File: config.mk
export PLATFORM = sky130hd
export DESIGN_NAME = placar_jogo
export DESIGN_NICKNAME = d
export VERILOG_FILES = /design/src/rtl/pong_pkg.sv /design/src/rtl/contador_espera.sv /design/src/rtl/placar_jogo.sv
export SDC_FILE = /design/constraint.sdc
export NUM_CORES = 1
export LEC_CHECK = 0
export CAP_MARGIN = 20
export CORE_ASPECT_RATIO = 0.9
export CORE_UTILIZATION = 55
export CTS_BUF_LIST = sky130_fd_sc_hd__clkbuf_4
export DETAILED_ROUTE_END_ITERATION = 10
export PLACE_DENSITY_LB_ADDON = 0.08
export SLEW_MARGIN = 40
export SYNTH_ARGS = -nofsm -noshare
export SYNTH_HDL_FRONTEND = slang
export SYNTH_SLANG_ARGS = --single-unit
export TNS_END_PERCENT = 30
File: constraint.sdc
create_clock -name clk -period 4 [get_ports clk]
set_input_delay 1.2 -clock clk [delete_from_list [all_inputs] [get_ports clk]]
set_output_delay 1.2 -clock clk [all_outputs]
set_load 0.02 [all_outputs]
File: src/rtl/pong_pkg.sv
// rtl/pong_pkg.sv - shared state encodings and scoring defaults for the pong match blocks
package pong_pkg;

  typedef enum logic [1:0] {
    CONTANDO = 2'd0,
    ESPERA   = 2'd1,
    FIM      = 2'd2
  } estado_t;

  localparam int PONTOS_VITORIA_PADRAO = 5;

endpackage

File: src/rtl/contador_espera.sv
// rtl/contador_espera.sv - loadable post-point cooldown down-counter with freeze, clear and zero flag
module contador_espera #(
  parameter int ESPERA_CICLOS = 25_000_000
) (
  input  logic clk,
  input  logic reset,
  input  logic limpa,
  input  logic habilita,
  input  logic carrega,
  output logic zero
);

  localparam int W = (ESPERA_CICLOS > 1) ? $clog2(ESPERA_CICLOS) : 1;

  logic [W-1:0] contagem;

  // Saturates at zero so an idle counter in CONTANDO reads as "cooldown over".
  always_ff @(posedge clk) begin
    if (!reset) begin
      contagem <= '0;
    end else if (limpa) begin
      contagem <= '0;
    end else if (habilita) begin
      if (carrega) begin
        contagem <= W'(ESPERA_CICLOS - 1);
      end else if (contagem != '0) begin
        contagem <= contagem - 1'b1;
      end
    end
  end

  assign zero = (contagem == '0);

endmodule

File: src/rtl/placar_jogo.sv
// rtl/placar_jogo.sv - match scorekeeper feeding the game FSM; PONG_VANTAGEM_DOIS_EN selects win-by-two
module placar_jogo
  import pong_pkg::*;
#(
  parameter int PONTOS_VITORIA = PONTOS_VITORIA_PADRAO,
  parameter int LARGURA        = 4,
  parameter int ESPERA_CICLOS  = 25_000_000
) (
  input  logic               clk,
  input  logic               reset,
  input  logic               limpa,
  input  logic               pausa,
  input  logic               ponto_jogador,
  input  logic               ponto_cpu,
  output logic [LARGURA-1:0] pontos_jogador,
  output logic [LARGURA-1:0] pontos_cpu,
  output logic [LARGURA-1:0] final_jogador,
  output logic [LARGURA-1:0] final_cpu,
  output logic               ganhou,
  output logic               perdeu,
  output logic               ponto_marcado,
  output logic [1:0]         db_estado
);

`ifdef PONG_VANTAGEM_DOIS_EN
  localparam int MAXIMO = (1 << LARGURA) - 1;

  // A side pinned at the counter ceiling wins outright so the score never wraps.
  function automatic logic venceu(input int novo, input int outro);
    return ((novo >= PONTOS_VITORIA) && (novo - outro >= 2)) || (novo == MAXIMO);
  endfunction
`else
  function automatic logic venceu(input int novo, input int outro);
    return (novo == PONTOS_VITORIA) && (outro >= 0);
  endfunction
`endif

  estado_t estado, prox_estado;
  logic    so_jogador, so_cpu, aceita, vitoria, cooldown_zero, vencedor_jogador;

  // Simultaneous pulses cancel out: neither side scores.
  assign so_jogador = ponto_jogador & ~ponto_cpu;
  assign so_cpu     = ponto_cpu & ~ponto_jogador;
  assign aceita     = (estado == CONTANDO) && !limpa && !pausa && (so_jogador || so_cpu);
  assign vitoria    = so_jogador ? venceu(int'(pontos_jogador) + 1, int'(pontos_cpu))
                                 : venceu(int'(pontos_cpu) + 1, int'(pontos_jogador));

  contador_espera #(
    .ESPERA_CICLOS(ESPERA_CICLOS)
  ) u_espera (
    .clk     (clk),
    .reset   (reset),
    .limpa   (limpa),
    .habilita(!pausa),
    .carrega (aceita && !vitoria),
    .zero    (cooldown_zero)
  );

  always_ff @(posedge clk) begin
    if (!reset) begin
      estado <= CONTANDO;
    end else begin
      estado <= prox_estado;
    end
  end

  always_comb begin
    prox_estado = estado;
    if (limpa) begin
      prox_estado = CONTANDO;
    end else if (!pausa) begin
      case (estado)
        CONTANDO: if (aceita) prox_estado = vitoria ? FIM : ESPERA;
        ESPERA:   if (cooldown_zero) prox_estado = CONTANDO;
        FIM:      prox_estado = FIM;
        default:  prox_estado = CONTANDO;
      endcase
    end
  end

  always_comb begin
    ganhou    = 1'b0;
    perdeu    = 1'b0;
    db_estado = estado;
    if (estado == FIM) begin
      ganhou = vencedor_jogador;
      perdeu = !vencedor_jogador;
    end
  end

  // final_* survive limpa so the FSM can keep showing the result.
  always_ff @(posedge clk) begin
    if (!reset) begin
      pontos_jogador   <= '0;
      pontos_cpu       <= '0;
      final_jogador    <= '0;
      final_cpu        <= '0;
      ponto_marcado    <= 1'b0;
      vencedor_jogador <= 1'b0;
    end else if (limpa) begin
      pontos_jogador   <= '0;
      pontos_cpu       <= '0;
      ponto_marcado    <= 1'b0;
      vencedor_jogador <= 1'b0;
    end else begin
      ponto_marcado <= aceita;
      if (aceita) begin
        if (so_jogador) begin
          pontos_jogador <= pontos_jogador + 1'b1;
        end else begin
          pontos_cpu <= pontos_cpu + 1'b1;
        end
        if (vitoria) begin
          final_jogador    <= so_jogador ? pontos_jogador + 1'b1 : pontos_jogador;
          final_cpu        <= so_cpu ? pontos_cpu + 1'b1 : pontos_cpu;
          vencedor_jogador <= so_jogador;
        end
      end
    end
  end

endmodule

# Word level (Yosys, flattened, before mapping)
# Index checks and enable logic that the tools add are counted.
# totals
reg_bits,45
inputBits,6
out_inout_bits,21
word_cells,57
# classes
add_sub_neg,5
eq_ne,6
muxes,11
bitwise,8
reduce_logical,19
# ops
op,n
$mux 25,2
$logic_not 25->1,1
$reduce_bool 25->1,1
$sub 25x1->25 const B,1
$add 4x1->5 const B,2
$eq 5x3->1 const B,2
$add 4x1->4 const B,2
$mux 4,2
$mux 2,3
$not 1->1,6
$pmux 2 s3,1
$reduce_and 2->1,3
$reduce_and 3->1,2
$logic_and 1x1->1,4
$logic_not 1->1,4
$ne 2x2->1 const B,2
$mux 1,3
$and 1x1->1,2
$eq 2x1->1 const B,1
$eq 2x2->1 const B,1
$logic_not 2->1,1
$reduce_bool 2->1,1
$reduce_or 2->1,1
$logic_or 1x1->1,1

# Depth between registers and ports, before layout
# logic_depth
depth_word,7
mapped_depth,10
mapped_depth_nobuf,7

# By module
# A second synthesis with hierarchy kept.
# unflattened
cells_unflattened,289
hier_area_um2,2528.7
# modules_own_cells
module,n_inst,cells_each,area_each_um2,seq_area_each_um2
contador_espera,1,168,1413.9,500.5
placar_jogo,1,121,1114.8,400.4

# Least setup slack after synthesis
# Ideal clock, no wire load.
# synth_timing
path_kind,in2reg
start,input ponto_jogador
end,register u_espera.contagem[1]
setup_ps,86
t_arrival_ps,2996
required_time_ps,3914
slack_ps,918
stages,8
path_buffers,1
cell_sequence,inv_1 -> ha_1 -> or3_4 -> or3_4 -> or2_1 -> buf_6 -> a21o_1 -> a221oi_2
# synth_via
elab_chain_cells,7
word_cells_on_any_way,11
cone_classes,mux (2); bitwise (3); reduce/logical (6)
# synth_rtl
element,line_no,source
from (decl),placar_jogo.sv:13,"input logic ponto_jogador,"
$not 1->1,placar_jogo.sv:43,assign so_cpu = ponto_cpu & ~ponto_jogador;
$and 1x1->1,placar_jogo.sv:43,
$logic_or 1x1->1,placar_jogo.sv:44,assign aceita = (estado == CONTANDO) && !limpa && !pausa && (so_jogador || so_cpu);
$logic_and 1x1->1,placar_jogo.sv:44,
$logic_and 1x1->1 (*),placar_jogo.sv:55,".carrega (aceita && !vitoria),"
$reduce_bool 2->1 (no line),--,
$reduce_and 2->1 (no line),--,
to (signal assigned),contador_espera.sv:25,contagem <= W'(ESPERA_CICLOS - 1);
to (signal assigned),contador_espera.sv:27,contagem <= contagem - 1'b1;
to (decl),contador_espera.sv:15,logic [W-1:0] contagem;
# Mark *: on every way between the ends. The rest lies on a longest branch, timed or not.
# A chain may end at the register's enable or synchronous reset.

# Final worst setup path
# Same ends and word-level chain as after synthesis.

==> impl_metrics.ini <==
[yosys]
syn_area_per_cell_um2 = 8.93
synth_compound_area_frac = 0.136
yosys.area_share.simple = 0.248
syn_inst = 253
synth_xor_area_frac = 0.120
yosysUniqueCellTypes = 47
synth_enable_flop_cells = 0
synth.area.mux_share = 0.0222
synth_top_family_by_area = simple AND/OR/NAND/NOR gates
syn_nets = 265
ys_seq_area_frac = 0.399
synth_ff_type = dfxtp_1
netlist_area_um2 = 2260
synthTopCellsByArea = dfxtp_1, xor2_1, nor2_1
synth_fa_ha_area_frac = 0.0332
ys.warnings.count = 0
yosys_register_bits = 45
synth_top_area_share = 0.399
synth_area_leader_cell = dfxtp_1
async_flop_share = 0

[clocking]
cts_max_path_buffers = 2
cts_made_buffers = 5
clk_latency_ps = 350
cts_post_setup_buffers_inserted = 0
cts-root-buf = clkbuf_4
h-tree-depth = 2
path_clk_slew_ps = 130
cts.sinks = 45
ctsHoldBuffers = 0
cts-resized-gates = 0
cts_tree = built

[timing]
drv_slew = 0
hold_violations = 0
rsz0062_at_grt = no
setup_viol = 0
worst_slew_pin_slew_ps = 750
fin_setup_tns_ps = 0
fin_crit_ps = 3400
setup_slack_ps = 597
finClkSkew_ps = 14.8
period_share = 0.851
fmax_mhz = 294
relSlewSlack = 0.496

[die]
start_util = 0.589
die_height_um = 62.8
dieArea_um2 = 4370
ios = 27
dieWidth_um = 69.5
rows = 21
core_um2 = 3840

[power_and_ir_drop]
p_leak_nw = 0.940
ir_drop_mv = 0.349
power.density_nw_per_um2 = 441
total_power_mw = 1.16

[worst_setup_path]
reg2regPathDepth = 7
critical_path_class = in2reg
worstReg2RegStart = u_espera.contagem[0]$_SDFFE_PP0P_
ff2ff_setup_slack_ps = 1360
r2r_end = u_espera.contagem[3]$_SDFFE_PP0P_
cpMostUsedCell = or3_4
crit_chain = clkdlybuf4s50_1 > inv_1 > ha_1 > or3_4 > or3_4 > or2_1 > a21o_1 > a221oi_2
crit_required_ps = 4270
crit_path_end_kind = flop
cpMaxStageDelayCell = clkdlybuf4s50_1
worstSetupStartpointType = input port
crit_arrival_ps = 3670
max_stage_delay_ps = 480
crit_start = ponto_jogador
crit_fanout = 14

[detailed_routing]
drt_wl_total_mm = 4.40
drt_iter0_drc = 184
drcViolationCount = 0
routed_via_density = 5.75
firstDrtPassIters = 4
vias = 1876
ant_nets = 0
avgRoutedWirePerCell_um = 13.5

[cells_and_area]
final_cells = 326
area_delta_synth_final_pct = 16.9
drive_above_1_share = 0.0750
insertedDiodeCount = 0
nets = 291
final_area_um2 = 2640

[global_routing]
grt_pass1_vias = 1691
grt_pass1_wl_mm = 7.80
met1_usage = 0.333
busiest_layer = met1
overflow = 0
antenna_found_initial = 0
grt_usage = 0.218
grt_util_met3 = 0.0484
use_met2 = 0.309
grt_max_degree = 18

[place]
dp.final_hpwl_mm = 3.19
dp_slack_ps = 239
dp.cells = 318
place.gp.congestion = 0.783
dpl_cell_area_um2 = 2560
port_buffers = 26

[min_path]
hold_start = final_cpu[0]$_SDFFE_PN0P_
holdPathStages = 2
min_to = final_cpu[0]$_SDFFE_PN0P_
holdCritPathClass = reg2reg

[status]
run_status = finished clean

[run]
cap_violations = 0
[power by group]
part,total (mW),leakage (nW),switching [mW],internal [mW]
combinational,0.371,0.529,0.228,0.144
sequential,0.511,0.365,0.0336,0.477
clock,0.283,0.0459,0.143,0.140
total,1.16,0.940,0.404,0.761
[sequential cells by signal (all words and copies together) (netlist names)]
name,count
ponto_marcado,1
final_jogador,4
db_estado,2
u_espera.contagem,25
pontos_cpu,4
vencedor_jogador,1
final_cpu,4
pontos_jogador,4
[metal layers]
metal | up-vias | wire (um) | part of all wire
met2 | 40 | 1810 | 0.41
met4 | 0 | 29 | 0.0066
met1 | 862 | 2340 | 0.53
li1 | 970 | - | -
met3 | 4 | 226 | 0.051
met5 | - | 0 | 0
[per-stage QoR]
step | utilization | hold slack, ps
5_1_grt | 0.688 | 537
3_5_place_dp | 0.666 | 494
6_report | 0.688 | 507
3_3_place_gp | 0.666 | 486
4_1_cts | 0.688 | 512
2_1_floorplan | - | 477
[cells in the mapped netlist (4+ instances only)]
cell type and instances:
a211oi_1 9, a21oi_1 17, buf_2 4, clkbuf_1 6, dfxtp_1 45, ha_1 6
inv_1 5, mux2i_1 5, nand2_1 7, nand3_1 5, nand4_1 10, nor2_1 31
nor3_1 9, nor4_1 6, o211ai_1 7, o21ai_0 5, or4_1 5, xnor2_1 5
xor2_1 26
[placed cells by master, fill, tap and decap left out, types with 5 or more instances in the layout]
| master | n |
|---|---|
| dfxtp_1 | 45 |
| nor2_1 | 31 |
| xor2_1 | 26 |
| clkdlybuf4s50_1 | 26 |
| a21oi_1 | 17 |
| nand4_1 | 10 |
| nor3_1 | 9 |
| a211oi_1 | 9 |
| nand2_1 | 7 |
| o211ai_1 | 7 |
| buf_4 | 7 |
| nor4_1 | 6 |
| ha_1 | 6 |
| clkbuf_4 | 6 |
| inv_1 | 5 |
| mux2i_1 | 5 |
| xnor2_1 | 5 |
| o21ai_0 | 5 |
| or4_1 | 5 |
| nand3_1 | 5 |
[worst max path at each step]
stage	end	slack, ps	cells after the start
floorplan	u_espera.contagem[1]$_SDFFE_PP0P_	920	8
global placement	u_espera.contagem[1]$_SDFFE_PP0P_	290	8
detailed placement	u_espera.contagem[1]$_SDFFE_PP0P_	240	8
CTS	u_espera.contagem[1]$_SDFFE_PP0P_	610	8
global route	u_espera.contagem[1]$_SDFFE_PP0P_	520	8
finish	u_espera.contagem[1]$_SDFFE_PP0P_	600	8
[final cells by class]
type	instances	area [um^2]
clock buffers	6	45.0
clock inverters	2	38.8
fillers	322	1200
inverters	6	22.5
multi-input cells	188	1260
flip-flops and latches	45	901
well taps	46	57.6
repair buffers	33	313
[worst max-delay path: cells and delay by family]
family	cells	cell delay (ps)
adder cells (fa/ha/maj)	1	300
AND/OR/NAND/NOR	3	1130
buffers and inverters	2	530
AO/OA/AOI/OAI	2	510
[cell families after synthesis]
| group | Yosys count |
|---|---|
| xor gates and xnor gates | 31 |
| adders and majority gates | 6 |
| DFF | 45 |
| and+or+nand+nor | 98 |
| muxes | 5 |
| buffers and inverters | 20 |
| AOI/OAI and AO/OA | 48 |
Power figures use the tool's default switching activity.
